File: config.mk
export PLATFORM = sky130hd
export DESIGN_NAME = bb_uart_txq
export DESIGN_NICKNAME = d
export VERILOG_FILES = /design/src/rtl/bb_uart_txq.sv
export SDC_FILE = /design/constraint.sdc
export NUM_CORES = 1
export LEC_CHECK = 0
export CORE_ASPECT_RATIO = 0.8
export CORE_MARGIN = 2
export CORE_UTILIZATION = 39
export CTS_BUF_LIST = sky130_fd_sc_hd__clkbuf_4 sky130_fd_sc_hd__clkbuf_8 sky130_fd_sc_hd__clkbuf_16
export DETAILED_ROUTE_END_ITERATION = 16
export DONT_BUFFER_PORTS = 1
export GPL_TIMING_DRIVEN = 0
export SLEW_MARGIN = 25
export SYNTH_ARGS = -nofsm -noshare
export SYNTH_HDL_FRONTEND = slang
export SYNTH_SLANG_ARGS = --single-unit
File: constraint.sdc
create_clock -name txbd_clk -period 6.1 [get_ports txbd_clk]
set_input_delay 0.305 -clock txbd_clk [delete_from_list [all_inputs] [get_ports txbd_clk]]
set_output_delay 0.305 -clock txbd_clk [all_outputs]
set_load 0.05 [all_outputs]
File: src/rtl/bb_uart_txq.sv
// ---------------------------------------------------------------------------
// bb_uart_txq
//
// Transmit byte queue and sequencer sitting directly in front of the UART TX
// stage. Bytes from a producer are buffered in a small synchronous FIFO and
// handed to the TX stage one at a time over the txen/txreg/txbsy handshake.
// Everything runs on txbd_clk, so the producer must run on that clock too.
//
// Parameters
//   DEPTH    FIFO entries (power of two, 2..16)
//   AW       pointer width, log2(DEPTH); level is AW+1 bits
//   BSY_TMO  cycles allowed for txbsy to rise after a txen pulse (1..7)
//
// Ports
//   txbd_clk  in   1     baud clock, rising edge
//   rst       in   1     synchronous, active-high reset
//   wr_en     in   1     producer write strobe
//   wr_data   in   8     byte to enqueue
//   full      out  1     level == DEPTH
//   empty     out  1     level == 0
//   level     out  AW+1  bytes queued (the byte in flight is not counted)
//   txen      out  1     one-cycle start pulse to the TX stage
//   txreg     out  8     byte for the TX stage, held until the next load
//   txbsy     in   1     TX stage busy (start bit .. stop bit)
//   tmo       out  1     one-cycle pulse when the TX stage never went busy
//   ovf       out  1     (only with BB_TXQ_OVF_EN) sticky dropped-write flag
//
// Build option
//   BB_TXQ_OVF_EN  adds the ovf output. Without it, writes to a full queue are
//                  dropped silently and the port list has no ovf.
// ---------------------------------------------------------------------------
`timescale 1ns/1ps
module bb_uart_txq #(
   parameter int DEPTH   = 4,
   parameter int AW      = 2,
   parameter int BSY_TMO = 3
) (
   input  logic          txbd_clk,
   input  logic          rst,
   input  logic          wr_en,
   input  logic [7:0]    wr_data,
   output logic          full,
   output logic          empty,
   output logic [AW:0]   level,
   output logic          txen,
   output logic [7:0]    txreg,
   input  logic          txbsy,
   output logic          tmo
`ifdef BB_TXQ_OVF_EN
   ,
   output logic          ovf
`endif
);

   typedef enum logic [1:0] {
      S_IDLE,
      S_LOAD,
      S_WBSY,
      S_WDONE
   } state_t;

   localparam logic [AW:0] LVL_FULL = (AW+1)'(DEPTH);
   // The LOAD cycle already counts as the first cycle of the busy wait, so the
   // WBSY counter gives up one step earlier than BSY_TMO-1.
   localparam logic [2:0]  TMO_LAST = (BSY_TMO >= 2) ? 3'(BSY_TMO - 2) : 3'd0;

   logic [7:0]  r_mem [DEPTH];
   logic [AW:0] r_wr_ptr;
   logic [AW:0] r_rd_ptr;
   state_t      r_state;
   logic [2:0]  r_cnt;
   logic        r_txen;
   logic        r_tmo;
   logic [7:0]  r_txreg;

   logic [AW:0] w_level;
   logic        w_full;
   logic        w_empty;
   logic        w_wr_acc;
   logic        w_pop;

   // Pointers carry one extra wrap bit, so the plain difference is the level.
   assign w_level  = r_wr_ptr - r_rd_ptr;
   assign w_full   = (w_level == LVL_FULL);
   assign w_empty  = (w_level == '0);
   // A write while full is dropped even if a pop happens on the same edge.
   assign w_wr_acc = wr_en && !w_full;
   // Never launch a byte into a TX stage that still reports busy.
   assign w_pop    = (r_state == S_IDLE) && !w_empty && !txbsy;

   assign full  = w_full;
   assign empty = w_empty;
   assign level = w_level;
   assign txen  = r_txen;
   assign txreg = r_txreg;
   assign tmo   = r_tmo;

   // FIFO storage: data only, no reset.
   always_ff @(posedge txbd_clk) begin
      if (w_wr_acc) begin
         r_mem[r_wr_ptr[AW-1:0]] <= wr_data;
      end
   end

   always_ff @(posedge txbd_clk) begin
      if (rst) begin
         r_wr_ptr <= '0;
         r_rd_ptr <= '0;
      end else begin
         if (w_wr_acc) begin
            r_wr_ptr <= r_wr_ptr + 1'b1;
         end
         if (w_pop) begin
            r_rd_ptr <= r_rd_ptr + 1'b1;
         end
      end
   end

   always_ff @(posedge txbd_clk) begin
      if (rst) begin
         r_state <= S_IDLE;
         r_cnt   <= '0;
         r_txen  <= 1'b0;
         r_tmo   <= 1'b0;
         r_txreg <= 8'h00;
      end else begin
         r_txen <= 1'b0;
         r_tmo  <= 1'b0;
         case (r_state)
            S_IDLE: begin
               if (w_pop) begin
                  r_txreg <= r_mem[r_rd_ptr[AW-1:0]];
                  r_txen  <= 1'b1;
                  r_state <= S_LOAD;
               end
            end
            S_LOAD: begin
               r_cnt   <= '0;
               r_state <= S_WBSY;
            end
            S_WBSY: begin
               if (txbsy) begin
                  r_state <= S_WDONE;
               end else if (r_cnt == TMO_LAST) begin
                  // TX stage never started: report it and drop the byte.
                  r_tmo   <= 1'b1;
                  r_state <= S_IDLE;
               end else begin
                  r_cnt <= r_cnt + 3'd1;
               end
            end
            S_WDONE: begin
               // No timeout here: a full frame legitimately takes many cycles.
               if (!txbsy) begin
                  r_state <= S_IDLE;
               end
            end
            default: begin
               r_state <= S_IDLE;
            end
         endcase
      end
   end

`ifdef BB_TXQ_OVF_EN
   logic r_ovf;

   always_ff @(posedge txbd_clk) begin
      if (rst) begin
         r_ovf <= 1'b0;
      end else if (wr_en && w_full) begin
         r_ovf <= 1'b1;
      end
   end

   assign ovf = r_ovf;
`endif

endmodule
==> summary.md, run 1 <==
| Metric | Value |
|---|---|
| Status | `complete, no violations` |
| Syn avg cell area | `between 10 and 15 sq um` |
| Drt via density | `5.12` |
| Global-route total usage across every layer | `0.143` |
| Max Slew Vio Count | `0` |
| Register bit count reported by yosys | `53` |
| Number of iterations in the first detailed-routing pass | `4` |
| Die Area | `about 0.0064 sq mm` |
| Depth of the CTS H-tree | `2` |
| Clock transition at the registers of the reported paths | `~0.10 ns` |
| Cells after synthesis | `162` |
| Net count after synthesis | `around 180` |
| Storage cell area | `between 0.001 and 0.0015 sq mm` |
| Detailed router's first-iteration violation count | `77` |
| Largest stage delay on the critical path | `~0.84 ns` |
| Total vias in the final route | `1269` |
| Share of cells above drive strength 1 | `0.141` |
| Max_cap viols | `0` |
| NumNets Final | `190` |
| Initial Util | `0.410` |
| Multi-input logic area | `between 700 and 800 sq um` |
| Max Buffers Root-to-Sink | `2` |
| Global-route wire length before repair | `~6600 um` |
| Wire length per cell after detailed routing | `16.4 um` |
| Post-synthesis cell area | `approximately 0.0023 sq mm` |
| Critical path start-end classification | `register to primary output` |
| FILL cells | `approximately 510` |
| Highest clock frequency the design can meet | `between 300 and 400 MHz` |
| Worst clock skew | `approximately 0.013 ns` |
| Number of resized instances in the post-cts repair step | `0` |
| Routability cong. | `0.766` |
| Post-synth ARST share | `0` |
| Part of the cycle the worst path needs | `0.520` |
| Placeable core area | `between 0.005 and 0.006 sq mm` |
| Setup repair after global routing missed its margin | `false` |
| Element type at the critical path start | `register` |
| Areal power density over the cells | `between 400 and 500 mW/mm^2` |
| Category of the worst setup path capture point | `primary output` |
| Via count of the first global-routing pass | `between 1000 and 1500` |
| Setup TNS | `0 ns` |
| Clock root buffer | `clkbuf_8` |
| Worst max-slew margin expressed relative to the limit | `0.295` |
| Max Fanout on Critical Path | `10` |
| Final setup viols | `0` |
| Highest ir drop seen on vdd | `~0.00017 V` |
| Die Wd | `88.9 um` |
| Most used flip-flop cell after synthesis | `edfxtp_1` |
| Clock period minus worst slack | `between 3 and 4 ns` |
| Inserted Diodes | `0` |
| Post-detailed-route DRC marker count | `0` |
| Synth-to-Final Area Change | `8.56%` |
| I/O Pins | `27` |
| Total CTS buffers | `5` |
| CTS Sinks | `between 50 and 60` |
| Total chip power | `1140 uW` |
| Detailed Place HPWL | `between 2000 and 3000 um` |
| Worst Path Arrival | `roughly 2.9 ns` |
| Hold crit path type | `primary input to register` |
| GR met3 Demand/Resource | `0.0683` |
| Slew @ Worst Pin | `between 1 and 1.5 ns` |
| Maximum number of pins on one net before global-route repair | `18` |
| Synthesis Warnings | `0` |
| Share of synthesized area occupied by flip-flops and latches | `0.614` |
| Detail Route Antenna Nets | `0` |
| Commonest non-fill, non-tap cell in the layout | `edfxtp_1` |
| Ordered cell list for the critical path | `inv_1 > ha_1 > fa_1 > nand2_1 > dlygate4sd1_1 > nor2_1` |
| Overall overflow remaining after global route | `0` |
| GRT busiest layer | `met2` |
| Antenna violations before repair | `0` |
| Cell leakage power | `around 0.00083 uW` |
| Count of buffers from port buffering | `0` |
| Req. time, crit path | `5.79 ns` |
| Met1 track demand over resource | `0.161` |
| Total wire length after detailed routing | `roughly 4000 um` |
| Global routing met2 resource utilization | `0.238` |
| Slowest-stage cell, CP | `nor2_1` |
| Post-CTS setup-driven buffer insertion count | `0` |
| Height of the chip | `~72 um` |
| TritonCTS clock tree | `done` |
| Most frequent cells in the layout | `32 x edfxtp_1, 21 x dfxtp_1, 13 x nand2_1` |
| Number of enable flip-flop cells after synthesis | `32` |
| Distinct cell type count of the synthesized netlist | `33` |
| Core Rows | `24` |
| Final hold violation count | `0` |
| Number of buffers inserted by hold repair at cts | `0` |
| Worst skew pair latency | `between 0.3 and 0.4 ns` |
-- registers in the layout (all words and copies together), names as in the netlist --
register / count
txreg: 8
r_wr_ptr: 3
r_mem: 32
r_state: 2
r_cnt: 3
txen: 1
tmo: 1
r_rd_ptr: 3
-- path summary, 6_finish.rpt --
path                     from           to  slack (ns)  depth (start not counted)
hold / removal     wr_data[4]  r_mem[1][4]        0.09                          0
setup reg to reg  r_wr_ptr[0]  r_rd_ptr[2]        3.20                          7
hold reg to reg      r_cnt[2]     r_cnt[2]        0.49                          2
setup / recovery  r_wr_ptr[0]        empty        2.93                          6
-- area by class of cell --
class,instances,share of cell area
well taps,78,0.0399
inverters,9,0.0138
flip-flops and latches,53,0.565
clock buffers,5,0.0282
plain buffers,8,0.0195
clock inverters,3,0.00819
multi-input cells,92,0.325
-- worst max-delay path, delay by kind of cell (launching register included) --
kind | cells | cell delay (ns)
flops | 1 | 0.40
fa+ha+maj | 2 | 0.78
buf+inv | 2 | 0.46
simple gates | 2 | 0.93
-- kinds of logic after synthesis --
kind of cell	count (synthesis)	share of synthesized area
XOR/XNOR	1	0.0111
adder cells (fa/ha/maj)	9	0.0534
AO/OA/AOI/OAI	27	0.0784
AND/OR/NAND/NOR	40	0.0945
flip-flops	53	0.614
multiplexers	15	0.113
buffers and inverters	17	0.0361
-- synthesized netlist by cell type, types with 2 or more instances --
cell type / count / area, sq um
a21oi_1: 5 / 25.0
a31oi_1: 2 / 12.5
and2_1: 3 / 18.8
clkbuf_1: 4 / 15.0
dfxtp_1: 21 / 420
edfxtp_1: 32 / 961
ha_1: 8 / 100
inv_1: 8 / 30.0
mux2_2: 3 / 33.8
mux2i_1: 4 / 40.0
mux4_2: 8 / 180
nand2_1: 13 / 48.8
nand2b_1: 6 / 37.5
nor2_1: 6 / 22.5
nor2b_1: 4 / 25.0
o2111ai_1: 6 / 52.6
o211ai_1: 3 / 22.5
o21a_1: 2 / 15.0
o21ai_0: 8 / 40.0
or3_1: 2 / 12.5
or4_1: 2 / 15.0
-- metal layers --
metal | vias up | wire [um]
met4 | 0 | 38
li1 | 611 | -
met1 | 628 | 1640
met3 | 4 | 255
met2 | 26 | 2120
met5 | - | 0
-- power breakdown --
group / switching (uW) / internal (uW)
registers: 111 / 445
logic: 266 / 124
clock network: 114 / 80.9
-- through the flow --
step / instances / hold WS, ns / worst slack, ns / instance area (sq um) / util
final: 248 / 0.0878 / 2.93 / 2440 / 0.445
after global routing: 248 / 0.0572 / 2.72 / 2440 / 0.445
after CTS: 248 / 0.0754 / 2.91 / 2440 / 0.445
after detailed placement: 240 / 0.404 / 3.23 / 2350 / 0.429
after global placement: 240 / 0.404 / 3.22 / 2350 / 0.427
after floorplan: 162 / 0.404 / 3.52 / 2250 / -
No activity file was read; power rests on OpenSTA's default activity.
==> run 2, diff against run 1 <==
--- a/config.mk
+++ b/config.mk
@@ -5,6 +5,7 @@
 export SDC_FILE = /design/constraint.sdc
 export NUM_CORES = 1
 export LEC_CHECK = 0
+export ABC_AREA = 1
 export CORE_ASPECT_RATIO = 0.8
 export CORE_MARGIN = 2
 export CORE_UTILIZATION = 39
==> constraint.sdc (replaced) <==
create_clock -name txbd_clk -period 3.1 [get_ports txbd_clk]
set_input_delay 0.155 -clock txbd_clk [delete_from_list [all_inputs] [get_ports txbd_clk]]
set_output_delay 0.155 -clock txbd_clk [all_outputs]
set_load 0.05 [all_outputs]
==> run 2 against run 1 <==
  * Hold slack got worse by 0.073 ns
  * Clock skew shrank 0.0066 ns
  * Register-to-register slack worse by 3.0 ns
  * Worst setup slack worse by 2.7 ns
  * Area after synthesis increased by 1.9%
  * Critical path depth is 2 higher
  * Total power rose by 110%
  * Largest cell class unchanged
  * Highest routed layer unchanged
==> summary.md, run 2 <==
| Metric | Value |
|---|---|
| Synth cell count leaders | `56 x nor2_1, 32 x edfxtp_1, 32 x o21ai_0, 24 x inv_1, 21 x dfxtp_1` |
| Detail Route Antenna Nets | `0` |
| Path depth of the worst reg2reg path | `8` |
| NumNets Final | `268` |
| Clock period minus worst slack | `roughly 2.9 ns` |
| Share of synthesized area occupied by flip-flops and latches | `0.602` |
| Total CTS buffers | `5` |
| Global-route wire length before repair | `approximately 7400 um` |
| Detailed router's first-iteration violation count | `a little over 100` |
| Flip-flop count of the largest register after layout | `32` |
| Max Buffers Root-to-Sink | `2` |
| Commonest non-fill, non-tap cell in the layout | `nor2_1` |
| Number of enable flip-flop cells after synthesis | `32` |
| Post-detailed-route DRC marker count | `0` |
| Height of the chip | `72.6 um` |
| Max Slew Vio Count | `0` |
| Critical path start-end classification | `register to register` |
| Hold crit path type | `primary input to register` |
| Highest clock frequency the design can meet | `between 300 and 400 MHz` |
| Number of resized instances in the post-cts repair step | `0` |
| Hold Path End | `r_wr_ptr[2]` |
| Final core utilization | `0.466` |
| Synthesis Warnings | `0` |
| Worst skew pair latency | `around 0.30 ns` |
| Total wire length after detailed routing | `4410 um` |
| Flop-to-flop setup slack | `0.22 ns` |
| TritonCTS clock tree | `done` |
| Setup TNS | `0 ns` |
| Worst hold start | `wr_en` |
| Largest area contributor in the netlist | `edfxtp_1` |
| Placeable core area | `about 0.0056 sq mm` |
| Count of cells along the worst hold path | `2` |
| Largest stage delay on the critical path | `between 0.6 and 0.7 ns` |
| Count of buffers from port buffering | `0` |
| CTS Sinks | `53` |
| Synth-to-Final Area Change | `13.0%` |
| Highest ir drop seen on vdd | `0.000492 V` |
| Die Wd | `between 80 and 90 um` |
| Crit Reg-Reg Startpoint | `r_wr_ptr[0]` |
| Global-route total usage across every layer | `0.148` |
| Req. time, crit path | `between 3 and 4 ns` |
| Share of cells above drive strength 1 | `0.101` |
| Clock transition at the registers of the reported paths | `0.09 ns` |
| Worst clock skew | `0.00681 ns` |
| Cells after synthesis | `231` |
| Max_cap viols | `0` |
| Status | `complete, no violations` |
| Leading post-synthesis cells by cell area | `edfxtp_1 42%, dfxtp_1 18%, nor2_1 9.2%` |
| Overall overflow remaining after global route | `0` |
| R2R Path End | `r_mem[3][6]` |
| Worst Path Arrival | `approximately 2.8 ns` |
| Inserted Diodes | `0` |
| Antenna violations before repair | `0` |
| Die Area | `approximately 0.0065 sq mm` |
| Final hold slack | `between 0.015 and 0.02 ns` |
| Number of iterations in the first detailed-routing pass | `4` |
| Top delay family on crit path | `simple AND/OR/NAND/NOR gates` |
| Element type at the critical path start | `register` |
| Setup repair after global routing missed its margin | `false` |
| Areal power density over the cells | `906 mW/mm^2` |
| Non-filler instance count after layout | `approximately 330` |
| Max Fanout on Critical Path | `8` |
| Depth of the CTS H-tree | `2` |
| Placed cell areas | `about 0.0024 sq mm` |
| Drt via density | `between 4 and 5` |
| Distinct cell type count of the synthesized netlist | `27` |
| Net count after synthesis | `~250` |
| Core Rows | `24` |
| Total vias in the final route | `1538` |
| Most frequent cells in the layout | `56 x nor2_1, 32 x o21ai_0, 32 x edfxtp_1` |
| Category of the worst setup path capture point | `register` |
| Most frequently used cell type in the post-synthesis netlist | `nor2_1` |
| Post-synth ARST share | `0` |
| Register bit count reported by yosys | `53` |
| Final hold violation count | `0` |
| Worst max-slew margin expressed relative to the limit | `0.476` |
| Number of placed instances with taps included | `309` |
| Post-synthesis cell area | `approximately 0.0023 sq mm` |
| Post-route standard cell area excluding fillers | `between 0.002 and 0.003 sq mm` |
| Maximum number of pins on one net before global-route repair | `16` |
| Clock root buffer | `clkbuf_8` |
| Part of the cycle the worst path needs | `0.930` |
| Slowest-stage cell, CP | `nor2_1` |
| Final setup viols | `0` |
| Routability cong. | `about 0.76` |
| Detailed Place HPWL | `between 3000 and 4000 um` |
| Syn avg cell area | `approximately 9.9 sq um` |
| Cell leakage power | `0.00104 uW` |
| Count of buffer and inverter cells on the critical path | `1` |
| Via count of the first global-routing pass | `1474` |
| Area share of the leading cell type in the synthesized netlist | `0.419` |
| Ordered cell list for the critical path | `inv_1 > ha_1 > fa_1 > nand3_1 > nand2_1 > nand2_2 > nand2_4 > nor2_1` |
| I/O Pins | `27` |
| Initial Util | `0.413` |
| Most used flip-flop cell after synthesis | `edfxtp_1` |
| Slew @ Worst Pin | `0.784 ns` |
| Wire length per cell after detailed routing | `13.5 um` |
-- run 2: cell types whose count changed after synthesis, sizes merged, moves of 4 or more --
cell / previous run / this run
nor2: 6 / 57
o21ai: 8 / 37
inv: 8 / 27
mux4: 8 / 0
nand2: 13 / 20
nand2b: 6 / 0
o2111ai: 6 / 0
nand3: 0 / 5
buf: 3 / 7
mux2i: 4 / 0
nor2b: 4 / 0
-- run 2: kinds of logic (layout without fill, tap and decap cells) --
logic type / Yosys count / after routing / synth area share
buf+inv: 35 / 52 / 0.0687
fa+ha+maj: 9 / 9 / 0.0524
simple gates: 86 / 86 / 0.163
flops: 53 / 53 / 0.602
compound gates: 45 / 45 / 0.102
xor+xnor: 3 / 3 / 0.0115
-- run 2: area by class of cell --
type / instances / area, sq um
Sequential cell: 53 / 1380
Clock buffer: 6 / 76.3
Buffer: 8 / 56.3
Fill cell: 543 / 2960
Timing Repair Buffer: 9 / 90.1
Tap cell: 78 / 97.6
Clock inverter: 2 / 33.8
Inverter: 27 / 101
Multi-Input combinational cell: 143 / 754
-- run 2: power by group --
part | leakage [uW] | switching [uW] | internal, uW | total [uW]
clock | 0.0000563 | 225 | 248 | 472
combinational | 0.000516 | 581 | 231 | 812
sequential | 0.000466 | 183 | 881 | 1060
-- run 2: how the worst max path moves through the flow --
stage           startpoint           to  slack (ns)  cells past startpoint
6_report       r_wr_ptr[0]  r_mem[3][6]        0.22                      8
5_1_grt        r_wr_ptr[0]  r_mem[1][5]      0.0006                      8
4_1_cts        r_wr_ptr[0]  r_mem[1][6]        0.14                      8
3_5_place_dp   r_wr_ptr[0]  r_mem[1][6]        0.16                      8
3_3_place_gp   r_wr_ptr[0]  r_mem[0][3]        0.18                      8
2_1_floorplan  r_wr_ptr[0]  r_mem[0][0]        0.60                      8
-- run 2: metrics by stage --
step,worst slack (ns),total power [uW]
after detailed placement,0.157,1900
after CTS,0.141,2380
final,0.216,2350
after global placement,0.180,1880
after floorplan,0.596,1720
after global routing,0.000555,2510
-- run 2: timing repair --
item / CTS / global route
hold endpoints to repair: 38 / 0
hold buffers: 9 / 0
setup buffers: 0 / 0
-- run 2: layer usage --
metal  global-route usage  wire, um
met4               0.0462        64
met1                0.215      2140
met2                0.220      1830
met5                    0         0
met3               0.0403       369
==> run 3, diff against run 2 <==
--- a/config.mk
+++ b/config.mk
@@ -7,12 +7,13 @@
 export LEC_CHECK = 0
 export ABC_AREA = 1
 export CORE_ASPECT_RATIO = 0.8
-export CORE_MARGIN = 2
+export CORE_MARGIN = 4
 export CORE_UTILIZATION = 39
-export CTS_BUF_LIST = sky130_fd_sc_hd__clkbuf_4 sky130_fd_sc_hd__clkbuf_8 sky130_fd_sc_hd__clkbuf_16
+export CTS_BUF_LIST = sky130_fd_sc_hd__clkbuf_8
 export DETAILED_ROUTE_END_ITERATION = 16
 export DONT_BUFFER_PORTS = 1
 export GPL_TIMING_DRIVEN = 0
+export RECOVER_POWER = 25
 export SLEW_MARGIN = 25
 export SYNTH_ARGS = -nofsm -noshare
 export SYNTH_HDL_FRONTEND = slang
==> run 3 against run 2 <==
  * Global-route usage shrank 2.3 points
  * Die area is 10% higher
  * Final area up 0.14%
  * Maximum frequency is 5.4% higher
  * Total power fell by 2.8%
  * Clock skew decreased by 0.0015 ns
  * Count of clock-buffer cells in the layout is 1 lower
  * Sequential power barely moved
==> summary.md, run 3 (synthesized netlist as in run 2, its figures left out) <==
| Metric | Value |
|---|---|
| Status | `complete, no violations` |
| Antenna violations before repair | `0` |
| NumNets Final | `~270` |
| Number of placed instances with taps included | `309` |
| Cell leakage power | `0.00103 uW` |
| Clock transition at the registers of the reported paths | `approximately 0.10 ns` |
| Height of the chip | `76.6 um` |
| Req. time, crit path | `around 3 ns` |
| Count of buffers from port buffering | `0` |
| Die Wd | `~94 um` |
| I/O Pins | `27` |
| Synth-to-Final Area Change | `13.1%` |
| GRT busiest layer | `met2` |
| Post-detailed-route DRC marker count | `0` |
| Final setup viols | `0` |
| Global-route wire length before repair | `around 7000 um` |
| Combinational Power Share | `0.358` |
| Flop-to-flop setup slack | `between 0.3 and 0.4 ns` |
| Max Slew Vio Count | `0` |
| GR met3 Demand/Resource | `0.0336` |
| Hold Path End | `tmo` |
| Wire length per cell after detailed routing | `~13 um` |
| Hold crit path type | `primary input to register` |
| Path depth of the worst reg2reg path | `8` |
| Met1 track demand over resource | `0.174` |
| Net load switching power | `approximately 1000 uW` |
| Final hold slack | `~0.059 ns` |
| Detailed Place HPWL | `roughly 3000 um` |
| Part of the cycle the worst path needs | `0.882` |
| Slew @ Worst Pin | `between 0.5 and 0.6 ns` |
| Detailed router's first-iteration violation count | `65` |
| Switching power as a share of total power | `0.440` |
| Depth of the CTS H-tree | `2` |
| Total vias in the final route | `around 1500` |
| Share of cells above drive strength 1 | `0.120` |
| Placeable core area | `between 0.005 and 0.006 sq mm` |
| Highest clock frequency the design can meet | `about 370 MHz` |
| Final hold violation count | `0` |
| Commonest non-fill, non-tap cell in the layout | `nor2_1` |
| Clk pwr share | `0.175` |
| Overall overflow remaining after global route | `0` |
| Count of cells along the worst hold path | `3` |
| Max_cap viols | `0` |
| Detail Route Antenna Nets | `0` |
| Non-filler instance count after layout | `327` |
| Critical path start-end classification | `register to register` |
| Worst Path Arrival | `2.69 ns` |
| Maximum number of pins on one net before global-route repair | `19` |
| Number of iterations in the first detailed-routing pass | `4` |
| Clock root buffer | `clkbuf_8` |
| FILL cells | `approximately 540` |
| Element type at the critical path start | `register` |
| Total CTS buffers | `5` |
| CTS Sinks | `53` |
| Int Power | `between 1000 and 1500 uW` |
| Global routing met2 resource utilization | `0.186` |
| Routability cong. | `0.815` |
| Areal power density over the cells | `880 mW/mm^2` |
| Setup repair after global routing missed its margin | `false` |
| Category of the worst setup path capture point | `register` |
| Global-route total usage across every layer | `0.125` |
| Drt via density | `roughly 4.7` |
| R2R Path End | `r_mem[0][4]` |
| Core Rows | `24` |
| Most frequent cells in the layout | `52 x nor2_1, 32 x o21ai_0, 32 x edfxtp_1` |
| Register share of total power | `0.468` |
| Worst hold start | `txbsy` |
| TritonCTS clock tree | `done` |
| Setup TNS | `0 ns` |
| Total wire length after detailed routing | `4280 um` |
| Worst clock skew | `0.00529 ns` |
| Max Buffers Root-to-Sink | `2` |
| Total chip power | `~2300 uW` |
| Max Fanout on Critical Path | `8` |
| Worst skew pair latency | `about 0.30 ns` |
| Highest ir drop seen on vdd | `0.000264 V` |
| Worst max-slew margin expressed relative to the limit | `0.648` |
| Flip-flop count of the largest register after layout | `32` |
| Via count of the first global-routing pass | `approximately 1400` |
| Crit Reg-Reg Startpoint | `r_wr_ptr[0]` |
| Die Area | `0.00718 sq mm` |
| Inserted Diodes | `0` |
| Initial Util | `0.411` |
| Clock period minus worst slack | `between 2 and 3 ns` |
| Post-CTS setup-driven buffer insertion count | `0` |
[run 3: power by group through the flow]
| stage | combinational [uW] | clock, uW | sequential [uW] |
|---|---|---|---|
| after global placement | 791 | 0 | 1090 |
| final | 817 | 399 | 1070 |
| after floorplan | 654 | 0 | 1070 |
| after CTS | 818 | 414 | 1070 |
| after global routing | 921 | 445 | 1080 |
| after detailed placement | 801 | 0 | 1090 |
[run 3: cell type report]
class                   count  area [sq um]  share of cell area
clock buffers               5          68.8              0.0265
flip-flops and latches     53          1380               0.532
repair buffers             10           100              0.0386
plain buffers               8          56.3              0.0217
multi-input cells         143           764               0.295
clock inverters             3          25.0             0.00964
well taps                  78          97.6              0.0376
inverters                  27           101              0.0391
[run 3: what timing repair did]
item                                    in CTS  in global routing
resized for setup                            0                  4
hold buffers                                10                  0
endpoints found under the setup margin       0                 20
endpoints found under the hold margin       38                  0
[run 3: worst max-delay path by stage]
stage / from / cells past startpoint / to / slack [ns]
global placement: r_wr_ptr[0] / 8 / r_mem[0][2] / 0.13
global route: r_wr_ptr[0] / 8 / r_mem[0][0] / 0.17
CTS: r_wr_ptr[0] / 8 / r_mem[3][6] / 0.12
finish: r_wr_ptr[0] / 8 / r_mem[0][4] / 0.36
floorplan: r_wr_ptr[0] / 8 / r_mem[0][0] / 0.60
detailed placement: r_wr_ptr[0] / 8 / r_mem[3][4] / 0.13
[run 3: routing by layer]
| layer | vias to the layer above | routed length (um) | share of wire |
|---|---|---|---|
| li1 | 791 | - | - |
| met1 | 721 | 2050 | 0.48 |
| met2 | 29 | 1980 | 0.46 |
| met3 | 4 | 203 | 0.047 |
| met4 | 0 | 49 | 0.011 |
| met5 | - | 0 | 0 |
[run 3: metrics by stage]
stage	util	setup WS, ns	instance area (sq um)
after floorplan	-	0.596	2290
after global placement	0.428	0.130	2390
after detailed placement	0.428	0.133	2390
after CTS	0.463	0.117	2580
after global routing	0.465	0.174	2590
final	0.465	0.365	2590
[run 3: worst max-delay path: stages, from the launching register on]
cell and delay, ns:
dfxtp_1 0.40, inv_1 0.11, ha_1 0.22, fa_1 0.40
nand3_1 0.13, nand2_1 0.34, nand2_2 0.23, nand2_4 0.11
nor2_2 0.43
